### config.mk
export PLATFORM = sky130hd
export DESIGN_NAME = sha1_block_streamer_flat
export DESIGN_NICKNAME = d
export VERILOG_FILES = /design/src/rtl/sha1_pkg.sv /design/src/rtl/sha1_block_streamer_if.sv /design/src/rtl/sha1_pad_word_gen.sv /design/src/rtl/sha1_block_streamer.sv /design/src/flat_wrapper.sv
export SDC_FILE = /design/constraint.sdc
export NUM_CORES = 1
export LEC_CHECK = 0
export ABC_AREA = 1
export BUFFER_PORTS_ARGS = -buffer_cell sky130_fd_sc_hd__buf_4
export CAP_MARGIN = 20
export CELL_PAD_IN_SITES_DETAIL_PLACEMENT = 0
export CELL_PAD_IN_SITES_GLOBAL_PLACEMENT = 1
export CORE_MARGIN = 2
export CORE_UTILIZATION = 42
export CTS_CLUSTER_SIZE = 30
export DETAILED_ROUTE_END_ITERATION = 8
export GPL_TIMING_DRIVEN = 1
export MAX_ROUTING_LAYER = met4
export PLACE_DENSITY = 0.92
export SLEW_MARGIN = 20
export SYNTH_ARGS = -nofsm -noshare
export SYNTH_HDL_FRONTEND = slang
export SYNTH_HIERARCHICAL = 1
export SYNTH_SLANG_ARGS = --single-unit
### constraint.sdc
create_clock -name clk -period 4.4 [get_ports clk]
set_input_delay 0.22 -clock clk [delete_from_list [all_inputs] [get_ports clk]]
set_output_delay 0.22 -clock clk [all_outputs]
set_load 0.02 [all_outputs]
### src/rtl/sha1_pkg.sv
// Shared SHA-1 streaming definitions: word/block geometry, the padding marker word,
// the block streamer FSM state type and a 32-bit byte-reversal helper.
package sha1_pkg;

  localparam int unsigned SHA1_WORD_W      = 32;
  localparam int unsigned SHA1_BLOCK_WORDS = 16;
  localparam logic [SHA1_WORD_W-1:0] SHA1_PAD_WORD = 32'h8000_0000;

  typedef enum logic [1:0] {
    StIdle,
    StStream,
    StFinish
  } sha1_state_e;

  function automatic logic [SHA1_WORD_W-1:0] sha1_bswap32(input logic [SHA1_WORD_W-1:0] w);
    return {w[7:0], w[15:8], w[23:16], w[31:24]};
  endfunction

endpackage

### src/rtl/sha1_block_streamer_if.sv
// W-word stream between the block streamer (master) and the SHA-1 round core (slave).
//   w_valid       : w_data is valid this cycle
//   w_ready       : round core accepts w_data this cycle
//   w_data        : current W word
//   w_index       : word position within the current block (0..15)
//   w_block_first : word 0 of a block (core loads IV or chaining value)
//   w_msg_last    : word 15 of the final block
interface sha1_block_streamer_if;
  import sha1_pkg::*;

  logic                   w_valid;
  logic                   w_ready;
  logic [SHA1_WORD_W-1:0] w_data;
  logic [3:0]             w_index;
  logic                   w_block_first;
  logic                   w_msg_last;

  modport master (
    output w_valid, w_data, w_index, w_block_first, w_msg_last,
    input  w_ready
  );

  modport slave (
    input  w_valid, w_data, w_index, w_block_first, w_msg_last,
    output w_ready
  );

endinterface

### src/rtl/sha1_pad_word_gen.sv
// Combinational SHA-1 padded-message word former.
// Maps a global word position (16*block + index) to: base word, candidate counter,
// pad marker 0x80000000, low 32 bits of the bit length (last word of last block), or 0.
// Optional macro STREAMER_BSWAP_EN: byte-reverse base and counter words only.
//   pos_i     : global word position
//   message_i : latched 512-bit base message, word k at [511-32k -: 32]
//   counter_i : latched candidate counter
//   word_o    : formed W word
module sha1_pad_word_gen
  import sha1_pkg::*;
#(
  parameter int unsigned BASE_WORDS = 12,
  parameter int unsigned NUM_BLOCKS = 1
) (
  input  logic [4:0]                              pos_i,
  input  logic [SHA1_BLOCK_WORDS*SHA1_WORD_W-1:0] message_i,
  input  logic [SHA1_WORD_W-1:0]                  counter_i,
  output logic [SHA1_WORD_W-1:0]                  word_o
);

  localparam logic [4:0] CtrPos = 5'(BASE_WORDS);
  localparam logic [4:0] PadPos = 5'(BASE_WORDS + 1);
  localparam logic [4:0] LenPos = 5'(SHA1_BLOCK_WORDS * NUM_BLOCKS - 1);
  // Total message length in bits: base words plus the counter word.
  localparam logic [SHA1_WORD_W-1:0] LenWord = 32'((BASE_WORDS + 1) * SHA1_WORD_W);

  logic [SHA1_WORD_W-1:0] base_words [SHA1_BLOCK_WORDS];

  for (genvar k = 0; k < SHA1_BLOCK_WORDS; k++) begin : g_split
    assign base_words[k] = message_i[(SHA1_BLOCK_WORDS-1-k)*SHA1_WORD_W +: SHA1_WORD_W];
  end

`ifdef STREAMER_BSWAP_EN
  // Host-loaded words arrive little-endian; pad/length words are already canonical.
  function automatic logic [SHA1_WORD_W-1:0] host_word(input logic [SHA1_WORD_W-1:0] w);
    return sha1_bswap32(w);
  endfunction
`else
  function automatic logic [SHA1_WORD_W-1:0] host_word(input logic [SHA1_WORD_W-1:0] w);
    return w;
  endfunction
`endif

  always_comb begin
    word_o = '0;
    if (pos_i < CtrPos) begin
      word_o = host_word(base_words[pos_i[3:0]]);
    end else if (pos_i == CtrPos) begin
      word_o = host_word(counter_i);
    end else if (pos_i == PadPos) begin
      word_o = SHA1_PAD_WORD;
    end else if (pos_i == LenPos) begin
      word_o = LenWord;
    end
  end

endmodule

### src/rtl/sha1_block_streamer.sv
// SHA-1 block streamer: latches a base message and candidate counter on start and streams
// the padded message (one or two blocks) one W word per cycle over valid/ready.
// Optional macro STREAMER_BSWAP_EN (handled in sha1_pad_word_gen): byte-swap host words.
//   clk     : clock
//   reset   : asynchronous active-low reset
//   start   : request one candidate, honoured only while idle
//   message : 512-bit base message, sampled on accepted start
//   counter : candidate counter, sampled on accepted start
//   w_if    : W-word stream to the round core (master side)
//   busy    : streaming in progress
//   done    : one-cycle pulse after the final beat is accepted
module sha1_block_streamer
  import sha1_pkg::*;
#(
  parameter int unsigned BASE_WORDS = 12
) (
  input  logic                                    clk,
  input  logic                                    reset,
  input  logic                                    start,
  input  logic [SHA1_BLOCK_WORDS*SHA1_WORD_W-1:0] message,
  input  logic [SHA1_WORD_W-1:0]                  counter,
  sha1_block_streamer_if.master                   w_if,
  output logic                                    busy,
  output logic                                    done
);

  localparam int unsigned NUM_BLOCKS = (BASE_WORDS <= 12) ? 1 : 2;
  localparam logic [4:0]  LastBeat   = 5'(SHA1_BLOCK_WORDS * NUM_BLOCKS - 1);

  sha1_state_e                             state_q, state_d;
  logic [4:0]                              beat_q, beat_d;
  logic [SHA1_BLOCK_WORDS*SHA1_WORD_W-1:0] msg_q, msg_d;
  logic [SHA1_WORD_W-1:0]                  ctr_q, ctr_d;
  logic [SHA1_WORD_W-1:0]                  word;
  logic                                    valid;

  sha1_pad_word_gen #(
    .BASE_WORDS(BASE_WORDS),
    .NUM_BLOCKS(NUM_BLOCKS)
  ) u_word_gen (
    .pos_i    (beat_q),
    .message_i(msg_q),
    .counter_i(ctr_q),
    .word_o   (word)
  );

  always_comb begin
    state_d = state_q;
    beat_d  = beat_q;
    msg_d   = msg_q;
    ctr_d   = ctr_q;
    valid   = 1'b0;
    busy    = 1'b0;
    done    = 1'b0;
    unique case (state_q)
      StIdle: begin
        if (start) begin
          msg_d   = message;
          ctr_d   = counter;
          beat_d  = '0;
          state_d = StStream;
        end
      end
      StStream: begin
        valid = 1'b1;
        busy  = 1'b1;
        if (w_if.w_ready) begin
          beat_d = beat_q + 5'd1;
          if (beat_q == LastBeat) begin
            state_d = StFinish;
          end
        end
      end
      StFinish: begin
        done    = 1'b1;
        state_d = StIdle;
      end
      default: state_d = StIdle;
    endcase
  end

  // Data and flags are gated with valid so the idle bus reads all-zero.
  always_comb begin
    w_if.w_valid       = valid;
    w_if.w_data        = valid ? word : '0;
    w_if.w_index       = valid ? beat_q[3:0] : 4'd0;
    w_if.w_block_first = valid && (beat_q[3:0] == 4'd0);
    w_if.w_msg_last    = valid && (beat_q == LastBeat);
  end

  always_ff @(posedge clk or negedge reset) begin
    if (!reset) begin
      state_q <= StIdle;
      beat_q  <= '0;
      msg_q   <= '0;
      ctr_q   <= '0;
    end else begin
      state_q <= state_d;
      beat_q  <= beat_d;
      msg_q   <= msg_d;
      ctr_q   <= ctr_d;
    end
  end

endmodule

### src/flat_wrapper.sv
// flat-port wrapper written by rule: the top's interface ports become plain ports
module sha1_block_streamer_flat import sha1_pkg::*;
#(
  parameter int unsigned BASE_WORDS = 12
)
  (clk, reset, start, message, counter, busy, done, w_if_w_valid, w_if_w_data, w_if_w_index, w_if_w_block_first, w_if_w_msg_last, w_if_w_ready);
  sha1_block_streamer_if w_if_i ();
  input  logic clk;
  input  logic reset;
  input  logic start;
  input  logic [SHA1_BLOCK_WORDS*SHA1_WORD_W-1:0] message;
  input  logic [SHA1_WORD_W-1:0] counter;
  output logic busy;
  output logic done;
  output wire logic [$bits(w_if_i.w_valid)-1:0] w_if_w_valid;
  output wire logic [$bits(w_if_i.w_data)-1:0] w_if_w_data;
  output wire logic [$bits(w_if_i.w_index)-1:0] w_if_w_index;
  output wire logic [$bits(w_if_i.w_block_first)-1:0] w_if_w_block_first;
  output wire logic [$bits(w_if_i.w_msg_last)-1:0] w_if_w_msg_last;
  input wire logic [$bits(w_if_i.w_ready)-1:0] w_if_w_ready;
  assign w_if_w_valid = w_if_i.w_valid;
  assign w_if_w_data = w_if_i.w_data;
  assign w_if_w_index = w_if_i.w_index;
  assign w_if_w_block_first = w_if_i.w_block_first;
  assign w_if_w_msg_last = w_if_i.w_msg_last;
  assign w_if_i.w_ready = w_if_w_ready;
  sha1_block_streamer #(.BASE_WORDS(BASE_WORDS)) u_core (.clk(clk), .reset(reset), .start(start), .message(message), .counter(counter), .w_if(w_if_i), .busy(busy), .done(done));
endmodule
==> metrics list <==
- Result of the run: finished clean
* Fin nets: 4157
- First-pass GRT wire length: 126000 um
* Routed WL per cell: 19.5 um
- Antenna-violating nets left: 0
- Root buf cell: clkbuf_16
* Area growth from synthesis to layout: 46.1%
* Worst clock skew on the final layout: 0.0147 ns
- Setup violations remaining at the end of the flow were counted as 0.
- The analysis attributes to cell leakage a power of ~16 nW.
- Across all hold checks on the routed design, the worst slack comes to between 0.1 and 0.15 ns.
- After detailed routing, the number of vias per cell comes to about 5.
* Final hold viol count: 0
* Kind of capture point of the worst setup path: primary output
* Cell row count: 80
* Number of clock sinks: 423
* # hold bufs at CTS: 418
- Vias in the first global route: 22300
* Die height: roughly 220 um
* Total via count after detailed routing: 21900
- The worst-case IR drop observed on VDD is 622 uV.
* Setup Total Neg Slack: 0 ns
- Die Width: 223 um
* Netlist area before placement: 0.0202 mm2
- Total clock buffers created by CTS: 46
* Initial antenna violation count: 3
- Io pins: 589
* Max stage delay cell, worst path: buf_4
- The clock passes through at most 3 buffers.
- Post-Syn Instances: between 2000 and 3000
- Max-cap violations in this run came to 0.
- Walking the worst path, the cells encountered are buf_4 -> buf_4 -> nand2_1 -> a21oi_1 -> nor2_1 -> nor2_1 -> nand2_1 -> nand2_1 -> inv_1 -> nor2_1 -> buf_4.
- By startpoint and endpoint, the worst setup path is classified as reg -> out.
- The H-tree was split into 2 levels.
- Number of buffer and inverter instances along the worst setup path: 4
- Postcts setup bufs: 0
- Summing all placed instances gives a cell area of 0.0239 mm2.
- The analysis attributes to net switching a power of 8.77 mW.
* Share of total power consumed by net switching: 0.443
- Final instance area: 0.0295 mm2
* # DRC: 0
- Of the available clock period, the critical path in the final layout requires 0.858.
- Drt total wl: 82800 um
- Time the worst path needs with I/O delays and setup: 3.78 ns
* Maximum clock rate: 265 MHz
- Pin count of the biggest net entering global routing: 231
- Power spread over the standard cell area amounts to 670 mW/mm2.
- Setup repair after global routing missed its margin: no
- The floorplan step defined a core boundary enclosing 0.0476 mm2.
- Data on the critical path is required at its endpoint by 4.18 ns.
- After global routing the overflow that remains totals 0.
- Timing analysis after detailed placement gives a worst setup slack of around 1.3 ns.
- Of all nets on the critical path, the largest fanout is 54.
* Sort of element at the start of the critical path: flip-flop
- TritonCTS built the clock tree.
- Number of detailed-routing iterations run before antenna repair: 6
- Power share of the combinational group: 0.469
- Die Area: 0.0499 mm2
* Insertion delay of the later-clocked pin in the worst-skew pair: slightly below 0.6 ns
- Least-Margin Pin Slew: 1.14 ns
- The initial utilization of the core area, before any placement, comes to 0.424.
- In this run the tool buffered the top-level ports with 460 buffer cells.
* Critical Path Max Stage Delay: between 0.5 and 0.6 ns
- Share of layout cells above drive strength 1: 0.154
- The number of nets handed over by synthesis was 3380.
* Global-route usage over all layers: 0.339
* Routability congestion estimate from global placement: 0.912
- The number of gates resized after CTS was 0.
* Worst-path clk slew: 0.06 ns
- Broken down by cell family, the worst path's largest delay share belongs to buffers and inverters.
- Of the total power, registers draw 0.342.
- Internal power comes to 11.0 mW.
- Number of DRC markers after the initial detailed-route iteration: approximately 2400
- The final number of max-transition violations is 0.
- Half-perimeter wire length after detailed placement: 50100 um
* Syn avg cell area: 7.15 um2
* Endpoint arrival time on the critical path: around 3.6 ns
* Clock network fraction of design power: 0.189
* Yosys synthesis warning count: 6
- Worst min path class: in -> async
* Util after Layout: 0.620
- Worst rel slew slack: 0.239
- The worst path meets setup with 0.624 ns of slack.
==> area by class of cell <==
class,count,area [um2]
timing repair buffer,901,7980
fill,3999,18100
inverter,65,254
sequential,423,10600
tap,615,769
clock inverter,10,78.8
multi-input combinational,2169,8520
clock buffer,70,1340
antenna,2,5.00
==> through the flow <==
step           power (mW)  instances
2_1_floorplan        12.1       2829
3_3_place_gp         15.3       3754
3_5_place_dp         15.5       3754
4_1_cts              19.6       4252
5_1_grt              21.1       4255
6_report             19.8       4255
==> final timing paths <==
kind | start | slack (ns) | endpoint | depth (start not counted)
max | u_core/beat_q[0]$_DFFE_PN0P_ | 0.62 | w_if_w_data[14] | 11
max reg2reg | u_core/state_q[0]$_DFFE_PN0P_ | 1.54 | u_core/msg_q[252]$_DFFE_PN0P_ | 6
min | reset | 0.12 | u_core/msg_q[289]$_DFFE_PN0P_ | 2
max in group asynchronous | reset | 2.90 | u_core/msg_q[403]$_DFFE_PN0P_ | 4
min in group clk | start | 0.34 | u_core/state_q[0]$_DFFE_PN0P_ | 3
min reg2reg | u_core/msg_q[421]$_DFFE_PN0P_ | 0.47 | u_core/msg_q[421]$_DFFE_PN0P_ | 2
==> sequential cells by signal, summed over array words and instances, names as in the netlist <==
name	flops
u_core/beat_q	5
u_core/ctr_q	32
u_core/msg_q	384
u_core/state_q	2
==> layer usage <==
metal / GRT usage / up-vias / part of all wire
met2: 0.522 / 1197 / 0.46
li1: - / 10100 / -
met4: 0.170 / 0 / 0.052
met1: 0.434 / 10300 / 0.41
met3: 0.0552 / 275 / 0.079
met5: - / - / 0
==> placed cells by master, fill, tap and decap left out, drive strengths merged <==
cell and n:
dfrtp 423, nand3 135, inv 66, clkbuf 70, ha 3, clkinv 8
o211ai 1, buf 483, o21ai 63, nand2 1619, nor2 309, a21oi 34
bufinv 1, diode 2, nor3b 1, nand4 2, a21boi 1, nor3 1
dlygate4sd3 418
==> power by group through the flow <==
stage	logic [mW]	registers [mW]	clock network (mW)
after floorplan	5.63	6.46	0
after global placement	8.63	6.68	0
after detailed placement	8.72	6.76	0
after CTS	9.09	6.71	3.78
after global routing	10.2	6.97	3.95
final	9.27	6.76	3.74
Note: power is estimated with default switching activity, not from simulation.
